### src/rtl/mdu_pkg.sv
// Shared definitions for the multiply/divide unit: operation codes, FSM states
// and small op-decoding helpers.
package mdu_pkg;

  typedef enum logic [1:0] {
    OP_MULTU = 2'b00,
    OP_MULT  = 2'b01,
    OP_DIVU  = 2'b10,
    OP_DIV   = 2'b11
  } op_e;

  typedef enum logic [1:0] {
    ST_IDLE = 2'b00,
    ST_CALC = 2'b01,
    ST_FIX  = 2'b10,
    ST_DONE = 2'b11
  } state_e;

  function automatic logic op_is_div(input logic [1:0] op);
    return op[1];
  endfunction

  function automatic logic op_is_signed(input logic [1:0] op);
    return op[0];
  endfunction

endpackage

### src/rtl/mdu_step.sv
// One radix-2 iteration: shift-add multiply step or restoring divide step on
// an unsigned {hi, lo} accumulator pair.
module mdu_step #(
  parameter int WIDTH = 32
) (
  input  logic             i_div,
  input  logic [WIDTH-1:0] i_hi,
  input  logic [WIDTH-1:0] i_lo,
  input  logic [WIDTH-1:0] i_opnd,
  output logic [WIDTH-1:0] o_hi,
  output logic [WIDTH-1:0] o_lo
);

  logic [WIDTH:0] w_sum;
  logic [WIDTH:0] w_shift;
  logic [WIDTH:0] w_diff;

  // Multiply adds the multiplicand when the low bit is set and shifts right;
  // divide shifts left and keeps the trial subtraction when it does not borrow.
  always_comb begin
    w_sum   = {1'b0, i_hi} + (i_lo[0] ? {1'b0, i_opnd} : {(WIDTH+1){1'b0}});
    w_shift = {i_hi, i_lo[WIDTH-1]};
    w_diff  = w_shift - {1'b0, i_opnd};
    if (i_div) begin
      if (w_shift >= {1'b0, i_opnd}) begin
        o_hi = w_diff[WIDTH-1:0];
        o_lo = {i_lo[WIDTH-2:0], 1'b1};
      end else begin
        o_hi = w_shift[WIDTH-1:0];
        o_lo = {i_lo[WIDTH-2:0], 1'b0};
      end
    end else begin
      o_hi = w_sum[WIDTH:1];
      o_lo = {w_sum[0], i_lo[WIDTH-1:1]};
    end
  end

endmodule

### src/rtl/mul_div_unit.sv
// Iterative multiply/divide unit with HI/LO result registers: WIDTH radix-2
// steps on operand magnitudes, then one sign-fix cycle.
module mul_div_unit
  import mdu_pkg::*;
#(
  parameter int WIDTH = 32
) (
  input  logic             clk,
  input  logic             reset,
  input  logic             start,
  input  logic [1:0]       op,
  input  logic [WIDTH-1:0] a,
  input  logic [WIDTH-1:0] b,
  input  logic             hi_we,
  input  logic             lo_we,
  input  logic [WIDTH-1:0] wd,
  output logic [WIDTH-1:0] hi,
  output logic [WIDTH-1:0] lo,
  output logic             busy,
  output logic             done,
  output logic             dz
);

  localparam int CW = $clog2(WIDTH) + 1;
  localparam logic [CW-1:0] CNT_INIT = CW'(WIDTH);
  localparam logic [CW-1:0] CNT_ONE  = CW'(1);

  state_e           r_state;
  state_e           w_state_nxt;
  logic [CW-1:0]    r_cnt;
  logic             r_div, r_neg_q, r_neg_r, r_bz;
  logic             r_busy, r_done, r_dz;
  logic [WIDTH-1:0] r_a, r_acc_hi, r_acc_lo, r_opnd;
  logic [WIDTH-1:0] r_hi, r_lo;
  logic [WIDTH-1:0] w_step_hi, w_step_lo, w_a_mag, w_b_mag;
  logic [WIDTH-1:0] w_fix_hi, w_fix_lo;
  logic [2*WIDTH-1:0] w_prod;
  logic             w_accept, w_sa, w_sb;

  assign w_accept = start && ((r_state == ST_IDLE) || (r_state == ST_DONE));
  assign w_sa     = op_is_signed(op) & a[WIDTH-1];
  assign w_sb     = op_is_signed(op) & b[WIDTH-1];
  assign w_a_mag  = w_sa ? -a : a;
  assign w_b_mag  = w_sb ? -b : b;

  mdu_step #(.WIDTH(WIDTH)) u_step (
    .i_div  (r_div),
    .i_hi   (r_acc_hi),
    .i_lo   (r_acc_lo),
    .i_opnd (r_opnd),
    .o_hi   (w_step_hi),
    .o_lo   (w_step_lo)
  );

  // State register
  always_ff @(posedge clk or posedge reset) begin
    if (reset) r_state <= ST_IDLE;
    else       r_state <= w_state_nxt;
  end

  // Next-state logic
  always_comb begin
    w_state_nxt = r_state;
    case (r_state)
      ST_IDLE: if (w_accept) w_state_nxt = ST_CALC;
               else          w_state_nxt = ST_IDLE;
      ST_CALC: if (r_cnt == CNT_ONE) w_state_nxt = ST_FIX;
               else                  w_state_nxt = ST_CALC;
      ST_FIX:  w_state_nxt = ST_DONE;
      ST_DONE: if (w_accept) w_state_nxt = ST_CALC;
               else          w_state_nxt = ST_IDLE;
      default: w_state_nxt = ST_IDLE;
    endcase
  end

  // Sign correction and divide-by-zero override applied in FIX
  always_comb begin
    w_prod   = r_neg_q ? -{r_acc_hi, r_acc_lo} : {r_acc_hi, r_acc_lo};
    w_fix_hi = w_prod[2*WIDTH-1:WIDTH];
    w_fix_lo = w_prod[WIDTH-1:0];
    if (r_div) begin
      if (r_bz) begin
        w_fix_hi = r_a;
        w_fix_lo = {WIDTH{1'b1}};
      end else begin
        w_fix_hi = r_neg_r ? -r_acc_hi : r_acc_hi;
        w_fix_lo = r_neg_q ? -r_acc_lo : r_acc_lo;
      end
    end else begin
      w_fix_hi = w_prod[2*WIDTH-1:WIDTH];
      w_fix_lo = w_prod[WIDTH-1:0];
    end
  end

  // Operand latch and iteration datapath
  always_ff @(posedge clk or posedge reset) begin
    if (reset) begin
      r_cnt    <= '0;
      r_div    <= 1'b0;
      r_neg_q  <= 1'b0;
      r_neg_r  <= 1'b0;
      r_bz     <= 1'b0;
      r_a      <= '0;
      r_acc_hi <= '0;
      r_acc_lo <= '0;
      r_opnd   <= '0;
    end else if (w_accept) begin
      r_cnt    <= CNT_INIT;
      r_div    <= op_is_div(op);
      r_neg_q  <= w_sa ^ w_sb;
      r_neg_r  <= w_sa;
      r_bz     <= (b == {WIDTH{1'b0}});
      r_a      <= a;
      r_acc_hi <= '0;
      r_acc_lo <= w_a_mag;
      r_opnd   <= w_b_mag;
    end else if (r_state == ST_CALC) begin
      r_cnt    <= r_cnt - CNT_ONE;
      r_acc_hi <= w_step_hi;
      r_acc_lo <= w_step_lo;
    end
  end

  // HI/LO result registers: FIX result, or direct writes while not busy
  always_ff @(posedge clk or posedge reset) begin
    if (reset) begin
      r_hi <= '0;
      r_lo <= '0;
    end else if (r_state == ST_FIX) begin
      r_hi <= w_fix_hi;
      r_lo <= w_fix_lo;
    end else if (!r_busy) begin
      if (hi_we) r_hi <= wd;
      if (lo_we) r_lo <= wd;
    end
  end

  // Registered status flags decoded from the next state
  always_ff @(posedge clk or posedge reset) begin
    if (reset) begin
      r_busy <= 1'b0;
      r_done <= 1'b0;
      r_dz   <= 1'b0;
    end else begin
      r_busy <= (w_state_nxt == ST_CALC) || (w_state_nxt == ST_FIX);
      r_done <= (w_state_nxt == ST_DONE);
      r_dz   <= (r_state == ST_FIX) && r_div && r_bz;
    end
  end

  assign hi   = r_hi;
  assign lo   = r_lo;
  assign busy = r_busy;
  assign done = r_done;
  assign dz   = r_dz;

endmodule

### config.mk
export PLATFORM = sky130hd
export DESIGN_NAME = mul_div_unit
export DESIGN_NICKNAME = d
export VERILOG_FILES = /design/src/rtl/mdu_pkg.sv /design/src/rtl/mdu_step.sv /design/src/rtl/mul_div_unit.sv
export SDC_FILE = /design/constraint.sdc
export NUM_CORES = 1
export LEC_CHECK = 0
export BUFFER_PORTS_ARGS = -buffer_cell sky130_fd_sc_hd__buf_2
export CAP_MARGIN = 0
export CORE_MARGIN = 8
export CORE_UTILIZATION = 40
export CTS_CLUSTER_DIAMETER = 40
export CTS_CLUSTER_SIZE = 28
export DETAILED_ROUTE_END_ITERATION = 8
export PLACE_DENSITY = 0.6
export RECOVER_POWER = 100
export SLEW_MARGIN = 10
export SYNTH_ARGS = -nofsm -noshare
export SYNTH_HDL_FRONTEND = slang
export SYNTH_HIERARCHICAL = 1
export SYNTH_SLANG_ARGS = --single-unit
### constraint.sdc
create_clock -name clk -period 6.45 [get_ports clk]
set_input_delay 0.9675 -clock clk [delete_from_list [all_inputs] [get_ports clk]]
set_output_delay 0.9675 -clock clk [all_outputs]
set_load 0.03 [all_outputs]
Word-level counts from Yosys, hierarchy flattened
Index checks and enable logic that the tools add are counted.
{"block": "totals", "ff_bits": 207, "in_bits": 103, "elab_cells": 77}
{"block": "classes", "bitwise": 3, "reduce_logical": 13, "eq_ne": 8, "add_sub_neg": 8, "mux": 29, "magnitude_cmp": 1}
{"operator": "$mux W32", "n": 22}
{"operator": "$neg A32 Y32", "n": 4}
{"operator": "$mux W64", "n": 1}
{"operator": "$neg A64 Y64", "n": 1}
{"operator": "$add A32 B32 Y33", "n": 1}
{"operator": "$ge A33 B32 Y1", "n": 1}
{"operator": "$logic_not A32 Y1", "n": 1}
{"operator": "$sub A32 B32 Y32", "n": 1}
{"operator": "$mux W6", "n": 2}
{"operator": "$eq A2 B2 Y1 const B", "n": 4}
{"operator": "$eq A6 B1 Y1 const B", "n": 1}
{"operator": "$pmux W2 S3", "n": 1}
{"operator": "$reduce_bool A2 Y1", "n": 3}
{"operator": "$sub A6 B1 Y6 const B", "n": 1}
{"operator": "$eq A2 B1 Y1 const B", "n": 2}
{"operator": "$reduce_and A2 Y1", "n": 2}
{"operator": "$logic_and A1 B1 Y1", "n": 3}
{"operator": "$and A1 B1 Y1", "n": 2}
{"operator": "$logic_not A2 Y1", "n": 1}
{"operator": "$logic_or A1 B1 Y1", "n": 2}
{"operator": "$mux W1", "n": 2}
{"operator": "$mux W2", "n": 1}
{"operator": "$ne A2 B1 Y1 const B", "n": 1}
{"operator": "$reduce_or A2 Y1", "n": 1}
{"operator": "$xor A1 B1 Y1", "n": 1}

Depth between registers and ports, before layout
Gate-level depths: netlist (run 1).
{"block": "logic_depth", "depth_word": 7, "mapped_depth": 16, "mapped_depth_nobuf": 15}

Modules after synthesis
Netlist (run 1), hierarchy kept.
{"mod": "mul_div_unit", "n_inst": 1, "area_per_inst_um2": 12673.4, "cells_per_inst": 1500, "seq_area_each_um2": 5180.0}
{"mod": "mdu_step", "n_inst": 1, "area_per_inst_um2": 4728.3, "cells_per_inst": 701, "seq_area_each_um2": 0.0}

Least setup slack after synthesis (run 1)
No wires, ideal clock.
{"block": "synth_timing", "path_type": "input -> register", "startpoint": "input port b[6]", "endpoint": "register r_opnd[30]", "arrival_ns": 3.025, "t_required_ns": 6.317, "setup_slack_ns": 3.292, "setup_ns": 0.133, "stages": 7, "path_cell_list": "or4_1 -> or3_1 -> clkbuf_1 -> or4b_2 -> o21ai_0 -> xor2_1 -> o21ai_0"}
{"block": "synth_between", "elab_chain_len": 2}
{"element": "start, declared", "line_no": "mul_div_unit.sv:13", "text": "input logic [WIDTH-1:0] b,"}
{"element": "$neg A32 Y32", "line_no": "mul_div_unit.sv:44", "text": "assign w_b_mag = w_sb ? -b : b;"}
{"element": "$mux W32", "line_no": "mul_div_unit.sv:44"}
{"element": "end signal, assigned", "line_no": "mul_div_unit.sv:116", "text": "r_opnd <= w_b_mag;"}
{"element": "end, declared", "line_no": "mul_div_unit.sv:33", "text": "logic [WIDTH-1:0] r_a, r_acc_hi, r_acc_lo, r_opnd;"}
No other way between the ends.
A chain may end at the register's enable or synchronous reset.

Final worst setup path (run 1)
{"block": "layout_timing", "startpoint": "register r_div", "endpoint": "register r_hi[21], in the netlist hi[21]"}
{"block": "layout_between", "elab_chain_len": 2}
{"element": "start, declared", "line_no": "mul_div_unit.sv:31", "text": "logic r_div, r_neg_q, r_neg_r, r_bz;"}
{"element": "start signal, assigned", "line_no": "mul_div_unit.sv:109", "text": "r_div <= op_is_div(op);"}
{"element": "$mux W32", "line_no": "mul_div_unit.sv:81", "text": "if (r_div) begin"}
{"element": "$mux W32", "line_no": "mul_div_unit.sv:129", "text": "end else if (r_state == ST_FIX) begin"}
{"element": "end signal, assigned", "line_no": "mul_div_unit.sv:130", "text": "r_hi <= w_fix_hi;"}
{"element": "end signal, assigned", "line_no": "mul_div_unit.sv:133", "text": "if (hi_we) r_hi <= wd;"}
{"element": "end, declared", "line_no": "mul_div_unit.sv:34", "text": "logic [WIDTH-1:0] r_hi, r_lo;"}
No other way between the ends.

==> metrics.md, run 1 <==
| Metric | Value |
|---|---|
| Status | finished with violations |
| Failing checks | capacitance limit, slew limit |
| Clock Sinks | a little over 200 |
| WS Path Type | flop to flop |
| GRT Util Overall | about a quarter |
| WHS | approximately 480 ps |
| Fin nets | 2457 |
| Reg clk slew, reported paths | 60 ps |
| Arr. time, crit path | 5400 ps |
| CTS max path bufs | 3 |
| Die Footprint | 0.0504 sq mm |
| Fin area | 0.0198 sq mm |
| TritonCTS buffer count | 39 |
| Max-cap viol count | 7 |
| Placed cells | around 2800 |
| Pin count of the biggest net entering global routing | approximately 150 |
| Util after Layout | 46.0% |
| Setup TNS Final | 0 ps |
| Area Growth Syn to Fin | 13.6% |
| Setup bufs post-CTS | 0 |
| Post-DP Area | 0.0185 sq mm |
| CP startpoint | r_div$_DFFE_PP0P_ |
| Net count after synthesis | 2378 |
| Final ANT Viol Nets | 0 |
| Clock skew | ~25 ps |
| Post-Route WL | ~64000 um |
| Place WS | 2550 ps |
| Initial DRC count | around 1800 |
| CTS-repair resized insts | 0 |
| Post-synthesis sequential area ratio | 29.8% |
| Number of I/O port buffers | around 170 |
| Post-synth ARST share | 100% |
| Avg Cell Area, Syn | around 7.9 sq um |
| Hold Startpoint | lo[9]$_DFFE_PP0P_ |
| Critical Path RT | 6900 ps |
| Vias in the first global route | approximately 17000 |
| Met2 usage | roughly 39% |
| Met1 usage | 34.1% |
| RSZ-0062 raised after global routing | false |
| Critical path endpoint category | flop |
| Share of cells above drive strength 1 | 10.7% |
| #FFs+latches synth | 207 |
| Count of final hold-check violations | 0 |
| Leak | 8.42 nW |
| Synth Cell Area | 0.0174 sq mm |
| Mapped Cells | 2201 |
| Worst-margin pin slew | around 3400 ps |
| WHS Path Cells | 2 |
| Layout fillers | 4388 |
| Starting Density | roughly two fifths |
| Crit share post-route | between 70% and 80% |
| DR vias | 17200 |
| Final min period | between 4000 and 5000 ps |
| DP Wirelength | 48900 um |
| Worst-skew pair later-pin latency | 560 ps |
| P per Cell Area | 646 mW/mm^2 |
| R2r startpoint | r_div$_DFFE_PP0P_ |
| Post-route insts no fill | 2895 |
| EDFF count, synth | 0 |
| VDD IR max | 0.000295 V |
| Top cells by area, synth | dfrtp_1 (30%), nand2_1 (7.1%), ha_1 (5.2%), o21ai_0 (4.6%), a21oi_1 (4.3%) |
| Final Max Tran Viols | 308 |
| Commonest cells after routing, fill and taps aside | nand2_1 (331), dfrtp_1 (207), o21ai_0 (174) |
| Grt met3 use | 4.30% |
| Fmax achieved | 202 MHz |
| GRT overflow | 0 |
| Share of the synthesized area in the top cell type | 29.8% |
| Wire length per cell | 22.2 um |
| Chip Height | 225 um |
| CORE AREA | 0.0430 sq mm |
| First-pass GRT wire length | ~100000 um |
| Die W | 225 um |
| Post-route DRC violation count | 0 |
| Overall power | 12.8 mW |
| Root Driver | clkbuf_16 |
| YS warnings | 6 |
| Hold-fix buffers, CTS | 0 |
| Placer Congestion | 0.950 |
| Worst reg-to-reg path cell count | 6 |
| Post-synth cell types | a little under 90 |
| Row count | 76 |
| Ys flop type | dfrtp_1 |
| I/O pin cnt | 170 |
| Startpoint types | flop |
| CTS tree | done |
| DR pass1 iterations | 6 |
| Cell taking the most area after synthesis | dfrtp_1 |
| Worst hold path type | flop to flop |
| Vias per cell | around 6 |
| Crit Path Max Fanout | 60 |
| Slew margin rel. | -126% |
| H-tree depth | 2 |
| Most common cell after layout, fill and taps aside | nand2_1 |
| Setup WS post-layout | 1500 ps |
| GRT Max-Usage Layer | met2 |
| Initial antenna violation count | 1 |
| Final setup vio count | 0 |
==> per-layer routing <==
layer | up-vias | part of all wire, %
met5 | - | 0
met4 | 0 | 4.1
met3 | 132 | 7.8
met2 | 758 | 44
met1 | 8202 | 44
li1 | 8085 | -
==> cells in the mapped netlist (all sizes together), types with 27 or more instances <==
library cell / n
nor2: 149
a211oi: 37
dfrtp: 207
nor2b: 27
xnor2: 85
or3: 35
a21o: 34
o22ai: 28
a31oi: 40
xor2: 79
mux2: 35
inv: 68
nand2: 331
and2: 39
o21ai: 181
buf: 29
nand3: 34
a21oi: 153
clkbuf: 119
mux2i: 72
ha: 72
o31ai: 33
nor3: 49
==> final cells by class <==
cell class                      instances  area, sq um  share of cell area [%]
Timing Repair Buffer                  186          877                    4.44
Sequential cell                       207         5180                    26.2
Multi-Input combinational cell       1776        11300                    57.4
Inverter                               70          264                    1.34
Clock inverter                         27          353                    1.79
Clock buffer                           43         1010                    5.12
Antenna cell                            1         2.50                  0.0127
Tap cell                              585          732                    3.70
==> flip-flops by register name, summed over array words and instances, names as in the netlist, 2 cells and up <==
signal,count
hi,32
lo,32
r_a,32
r_acc_hi,32
r_acc_lo,32
r_cnt,6
r_opnd,32
r_state,2
==> worst max-delay path, cell delays in order, from the launching register on <==
cell	delay, ps
dfrtp_1	1930
clkinv_1	980
nand2_1	800
nor2_1	300
a31oi_1	260
o311ai_0	180
a211oi_1	340
==> final timing paths <==
kind / end / slack, ps
worst max-delay path: hi[21]$_DFFE_PP0P_ / 1500
worst min-delay path: lo[9]$_DFFE_PP0P_ / 480
worst max register to register: hi[21]$_DFFE_PP0P_ / 1500
worst min register to register: lo[9]$_DFFE_PP0P_ / 480
max in group asynchronous: r_opnd[28]$_DFFE_PP0P_ / 2700
min in group asynchronous: r_acc_lo[2]$_DFFE_PP0P_ / 690
==> power breakdown <==
| part | leakage, nW | internal [mW] | total [mW] | switching, mW |
|---|---|---|---|---|
| logic | 5.24 | 2.94 | 7.58 | 4.65 |
| clock network | 0.664 | 1.36 | 2.13 | 0.777 |
| registers | 2.51 | 1.95 | 3.04 | 1.09 |
==> cell families after synthesis <==
family	synth area share, %
AOI/OAI and AO/OA	23.1
buffers and inverters	5.05
muxes	6.41
xor gates and xnor gates	8.25
adders and majority gates	5.41
DFF	29.8
and+or+nand+nor	22.0
(Power assumes the default switching activity.)
==> inputs of run 2 (changes only) <==
--- a/config.mk
+++ b/config.mk
@@ -12,7 +12,7 @@
 export CTS_CLUSTER_DIAMETER = 40
 export CTS_CLUSTER_SIZE = 28
 export DETAILED_ROUTE_END_ITERATION = 8
-export PLACE_DENSITY = 0.6
+export PLACE_DENSITY = 0.58
 export RECOVER_POWER = 100
 export SLEW_MARGIN = 10
 export SYNTH_ARGS = -nofsm -noshare
==> constraint.sdc (replaced) <==
create_clock -name clk -period 4.84 [get_ports clk]
set_input_delay 0.726 -clock clk [delete_from_list [all_inputs] [get_ports clk]]
set_output_delay 0.726 -clock clk [all_outputs]
set_load 0.03 [all_outputs]
==> run 2 against run 1 <==
  * Die area is the same
  * Sequential power grew 23%
  * Utilization grew 0.36 points
  * Global-route usage grew 0.79 points
  * Sequential share of layout area shrank 0.18 points
  * The run still ends with capacitance limit, slew limit left
  * Final cell count grew 0.93%
  * Highest routed layer unchanged
  * Non-clock buffer count grew 30
  * Combinational power grew 42%
  * Clock power grew 32%
  * Worst setup slack lost 1000 ps
  * Fmax grew 13%
  * Largest cell class unchanged
==> metrics.md, run 2 (synthesized netlist as in run 1, its figures left out) <==
| Metric | Value |
|---|---|
| Root Driver | clkbuf_16 |
| GRT Util Overall | between 20% and 30% |
| R2r startpoint | r_acc_hi[15]$_DFFE_PP0P_ |
| Setup bufs post-CTS | 0 |
| Placer Congestion | 0.950 |
| Leak | 8.53 nW |
| Crit share post-route | 90.6% |
| Final min period | 4380 ps |
| Post-DP Area | 0.0188 sq mm |
| DP Wirelength | around 51000 um |
| Util after Layout | 46.3% |
| P per Cell Area | between 800 and 900 mW/mm^2 |
| Setup WS post-layout | 457 ps |
| CTS max path bufs | 3 |
| DR vias | 17400 |
| Final ANT Viol Nets | 0 |
| DR pass1 iterations | 6 |
| Worst hold path type | primary input to asynchronous set/reset pin |
| Share of cells above drive strength 1 | 11.4% |
| Reg clk slew, reported paths | 50 ps |
| Startpoint types | flop |
| Setup TNS Final | 0 ps |
| Final Max Tran Viols | 389 |
| Fin nets | 2486 |
| Place WS | 761 ps |
| Worst-margin pin slew | roughly 3000 ps |
| Failing checks | capacitance limit, slew limit |
| Die W | 225 um |
| Post-Route WL | 66800 um |
| Crit Path Max Fanout | 26 |
| Fin area | 0.0199 sq mm |
| Clock skew | between 20 and 30 ps |
| CP startpoint | r_acc_hi[15]$_DFFE_PP0P_ |
| Wire length per cell | 22.9 um |
| Worst-skew pair later-pin latency | 570 ps |
| Chip Height | around 220 um |
| Vias in the first global route | roughly 17000 |
| Hold-fix buffers, CTS | 0 |
| Fmax achieved | 228 MHz |
| GRT overflow | 0 |
| CTS tree | done |
| Pin count of the biggest net entering global routing | 139 |
| WS Path Type | flop to flop |
| CTS-repair resized insts | 0 |
| Max-cap viol count | 9 |
| H-tree depth | 2 |
| Commonest cells after routing, fill and taps aside | nand2_1 (331), dfrtp_1 (206), o21ai_0 (163) |
| I/O pin cnt | 170 |
| Area Growth Syn to Fin | 14.4% |
| Critical Path RT | 5170 ps |
| Starting Density | about two fifths |
| First-pass GRT wire length | between 100000 and 150000 um |
| TritonCTS buffer count | 38 |
| Row count | 76 |
| Slew margin rel. | -97.9% |
| Arr. time, crit path | 4710 ps |
| N_diodes | 0 |
| Status | finished with violations |
| Most common cell after layout, fill and taps aside | nand2_1 |
| Critical path endpoint category | flop |
| Vias per cell | a little under 6 |
| VDD IR max | 0.000357 V |
| Initial DRC count | 2023 |
| WHS | 180 ps |
| Final setup vio count | 0 |
| Number of I/O port buffers | 169 |
| Count of final hold-check violations | 0 |
| CORE AREA | 0.0430 sq mm |
| Die Footprint | 0.0504 sq mm |
| Initial antenna violation count | 0 |
| Post-route DRC violation count | 0 |
| Clock Sinks | 207 |
| RSZ-0062 raised after global routing | false |
-- run 2: cell count changes in the layout (fill, tap and decap cells not counted), moves of 3 or more --
cell	delta
buf_4	+26
o21ai_0	-11
o21ai_1	+11
clkbuf_1	+4
clkinv_4	-4
clkbuf_2	+3
clkinv_8	-3
-- run 2: layer usage --
| layer | vias up | wire (um) | GRT usage [%] |
|---|---|---|---|
| li1 | 8156 | - | - |
| met1 | 8274 | 30400 | 36.6 |
| met2 | 800 | 28700 | 38.5 |
| met3 | 126 | 5170 | 4.45 |
| met4 | 0 | 2530 | 9.88 |
| met5 | - | 0 | 0 |
-- run 2: final cells by class --
type	count	area (sq um)
Fill cell	4411	23100
Clock inverter	21	307
Clock buffer	47	1020
Inverter	70	264
Tap cell	585	732
Sequential cell	207	5180
Timing Repair Buffer	216	1090
Multi-Input combinational cell	1776	11300
-- run 2: power by group --
| part | switching, mW | internal (mW) |
|---|---|---|
| registers | 1.13 | 2.61 |
| clock network | 1.01 | 1.80 |
| logic | 6.69 | 4.07 |
| total | 8.84 | 8.48 |
-- run 2: worst max-delay path: stages, from the launching register on --
cell and delay (ps):
dfrtp_1 570, ha_1 490, nand2_1 120, nor2_1 140
nand4_1 140, a2111oi_2 630, nor2_4 90, o31ai_4 760
buf_4 440, mux2_1 370, nand2_1 80, o21ai_0 100
mux2i_1 160, nor2_1 60
-- run 2: path summary, 6_finish.rpt --
path,end,slack (ps),cells after the start
worst min-delay path,r_acc_hi[2]$_DFFE_PP0P_,180,2
worst max register to register,r_acc_hi[16]$_DFFE_PP0P_,460,13
worst min register to register,lo[10]$_DFFE_PP0P_,480,2
min in group clk,r_div$_DFFE_PP0P_,410,3
max in group asynchronous,r_acc_lo[8]$_DFFE_PP0P_,2660,3
worst max-delay path,r_acc_hi[16]$_DFFE_PP0P_,460,13
-- run 2: stage by stage --
stage,power (mW),instances
after floorplan,11.3,2201
after global placement,14.2,2854
after detailed placement,14.3,2854
after CTS,17.2,2922
after global routing,18.6,2922
final,17.3,2922
==> inputs of run 3 (changes only) <==
--- a/config.mk
+++ b/config.mk
@@ -6,13 +6,15 @@
 export NUM_CORES = 1
 export LEC_CHECK = 0
 export BUFFER_PORTS_ARGS = -buffer_cell sky130_fd_sc_hd__buf_2
-export CAP_MARGIN = 0
+export CAP_MARGIN = 40
+export CELL_PAD_IN_SITES_DETAIL_PLACEMENT = 1
+export CELL_PAD_IN_SITES_GLOBAL_PLACEMENT = 1
 export CORE_MARGIN = 8
 export CORE_UTILIZATION = 40
 export CTS_CLUSTER_DIAMETER = 40
 export CTS_CLUSTER_SIZE = 28
 export DETAILED_ROUTE_END_ITERATION = 8
-export PLACE_DENSITY = 0.58
+export PLACE_DENSITY = 0.72
 export RECOVER_POWER = 100
 export SLEW_MARGIN = 10
 export SYNTH_ARGS = -nofsm -noshare
==> run 3 against run 2 <==
  * The run still ends with capacitance limit, slew limit left
  * Routed wire length rose by 8.8%
  * Count of clock-buffer cells in the layout rose by 1
  * Sequential cell count stayed put
  * Sequential power is 2% higher
  * Clock power up 11%
  * Global-route usage increased by 2.4 points
  * Final cell count grew 0.44%
  * Register-to-register slack barely moved
  * Sequential share of layout area is 0.32 points lower
  * Non-clock buffer count is 1 lower
  * Final area increased by 1.3%
  * Fmax shrank 0.29%
  * Critical path type unchanged
  * Highest routed layer unchanged
==> metrics.md, run 3 (synthesized netlist as in run 1, its figures left out) <==
| Metric | Value |
|---|---|
| Status | finished with violations |
| Failing checks | capacitance limit, slew limit |
| Crit Path Max Fanout | 27 |
| Initial antenna violation count | 0 |
| Final ANT Viol Nets | 0 |
| Flop2flop setup slack | 440 ps |
| Leak | 8.64 nW |
| Switching power | 9.26 mW |
| Setup TNS Final | 0 ps |
| Wire length per cell | roughly 25 um |
| Pin count of the biggest net entering global routing | roughly 170 |
| GRT Util Overall | 28.2% |
| Vias per cell | 6.10 |
| Clock Sinks | 207 |
| Count of final hold-check violations | 0 |
| Vias in the first global route | 18100 |
| Register area | ~0.0052 sq mm |
| Startpoint types | flop |
| Post-Route WL | 72600 um |
| Fin nets | 2492 |
| P per Cell Area | 888 mW/mm^2 |
| Final setup vio count | 0 |
| Power Internal | 8.65 mW |
| Starting Density | 40.5% |
| Critical path endpoint category | flop |
| Slew margin rel. | -66.9% |
| Critical Path RT | 5230 ps |
| N_diodes | 0 |
| Placer Congestion | 0.964 |
| Worst reg-to-reg path cell count | 13 |
| Share of power burned in combinational logic | 61.3% |
| Root Driver | clkbuf_16 |
| Worst hold path type | primary input to asynchronous set/reset pin |
| GRT overflow | 0 |
| Most common cell after layout, fill and taps aside | nand2_1 |
| VDD IR max | 0.000321 V |
| TritonCTS buffer count | 45 |
| CTS tree | done |
| Clock Power Share | 17.5% |
| Initial DRC count | about 1600 |
| Switching share of power | 51.7% |
| Chip Height | 225 um |
| Highest-delay cell along the critical path | o31ai_4 |
| Area taken by multi-input logic gates | approximately 0.011 sq mm |
| Hold-fix buffers, CTS | 0 |
| Setup bufs post-CTS | 0 |
| Reg clk slew, reported paths | 50 ps |
| Die Footprint | slightly above 0.05 sq mm |
| RSZ-0062 raised after global routing | false |
| DR pass1 iterations | 5 |
| Post-route DRC violation count | 0 |
| Arr. time, crit path | 4790 ps |
| Final min period | between 4000 and 5000 ps |
| Number of I/O port buffers | 169 |
| First-pass GRT wire length | 111000 um |
| Reg power frac | 21.2% |
| Share of cells above drive strength 1 | 12.1% |
| CTS max path bufs | 3 |
| Critical Path, Cell by Cell | ha_1, nand2_1, o21ai_0, a211oi_1, a2111oi_4, nor2_4, o31ai_4, buf_4, mux2_1, nand2_1, o21ai_0, mux2i_1, nor2_1 |
| Worst-margin pin slew | 2500 ps |
| Commonest cells after routing, fill and taps aside | nand2_1 (331), dfrtp_1 (206), o21ai_0 (168) |
| Crit share post-route | approximately nine tenths |
| CTS-repair resized insts | 0 |
| Fmax achieved | around 230 MHz |
| I/O pin cnt | 170 |
| Layout fillers | 5278 |
| DP Wirelength | 55700 um |
| Die W | 225 um |
| DR vias | around 18000 |
| Max-cap viol count | 6 |
| H-tree depth | 2 |
| Worst-skew pair later-pin latency | 570 ps |
| WS Path Type | flop to flop |
| Critical Path Max Stage Delay | roughly 740 ps |
| Row count | 76 |
| Area Growth Syn to Fin | 15.9% |
| RR Endpoint | r_acc_hi[5]$_DFFE_PP0P_ |
| Final Max Tran Viols | 340 |
| Clock skew | 20.4 ps |
| CORE AREA | ~0.043 sq mm |
| WHS | between 100 and 150 ps |
| R2r startpoint | r_acc_hi[10]$_DFFE_PP0P_ |
==> run 3: cell types whose count changed in the layout (fill, tap and decap cells not counted), sizes merged <==
cell           delta
clkdlybuf4s18     +1
buf               +1
clkbuf            -2
inv               +3
clkinvlp          +4
bufinv            -1
clkinv            +7
==> run 3: power groups by stage <==
stage / combinational, mW / sequential (mW) / clock, mW
after floorplan: 7.52 / 3.78 / 0
after global placement: 10.5 / 3.71 / 0
after detailed placement: 10.8 / 3.76 / 0
after CTS: 10.9 / 3.74 / 3.19
after global routing: 11.9 / 3.88 / 3.26
final: 11.0 / 3.80 / 3.13
==> run 3: metal layers <==
metal / vias to the layer above / global-route usage (%) / share of wire, %
met5: - / 0 / 0
met4: 0 / 11.2 / 3.8
met3: 129 / 3.86 / 6.3
met2: 673 / 45.3 / 46
met1: 8949 / 37.9 / 44
li1: 8167 / - / -
==> run 3: how the worst max path moves through the flow <==
stage | startpoint | end | depth (start not counted)
2_1_floorplan | reset | busy$_DFF_PP0_ | 1
3_3_place_gp | r_acc_hi[10]$_DFFE_PP0P_ | r_acc_hi[5]$_DFFE_PP0P_ | 13
3_5_place_dp | r_acc_hi[16]$_DFFE_PP0P_ | r_acc_hi[5]$_DFFE_PP0P_ | 13
4_1_cts | r_acc_hi[10]$_DFFE_PP0P_ | r_acc_hi[18]$_DFFE_PP0P_ | 13
5_1_grt | r_acc_hi[10]$_DFFE_PP0P_ | r_acc_hi[5]$_DFFE_PP0P_ | 13
6_report | r_acc_hi[10]$_DFFE_PP0P_ | r_acc_hi[5]$_DFFE_PP0P_ | 13
==> run 3: metrics by stage <==
| step | instance area [sq um] | cells | power, mW | util, % | setup slack (ps) |
|---|---|---|---|---|---|
| after global routing | 20200 | 2935 | 19.1 | 46.9 | 176 |
| after detailed placement | 18800 | 2853 | 14.6 | 43.8 | 608 |
| after CTS | 20400 | 2935 | 17.9 | 47.4 | 591 |
| after global placement | 18700 | 2846 | 14.2 | 43.6 | 744 |
| final | 20200 | 2935 | 17.9 | 46.9 | 444 |
| after floorplan | 17400 | 2201 | 11.3 | - | 1430 |
==> run 3: cell type report <==
type / count / area share [%]
clock buffers: 48 / 5.80
clock inverters: 34 / 1.81
inverters: 70 / 1.31
multi-input cells: 1776 / 56.2
flip-flops and latches: 207 / 25.7
well taps: 585 / 3.63
repair buffers: 215 / 5.57
==> run 3: worst max-delay path, delay by kind of cell, from the launching register on <==
family | cells | cell delay, ps
compound gates | 5 | 1800
simple gates | 4 | 370
fa+ha+maj | 1 | 530
mux | 2 | 550
flops | 1 | 510
buf+inv | 1 | 450
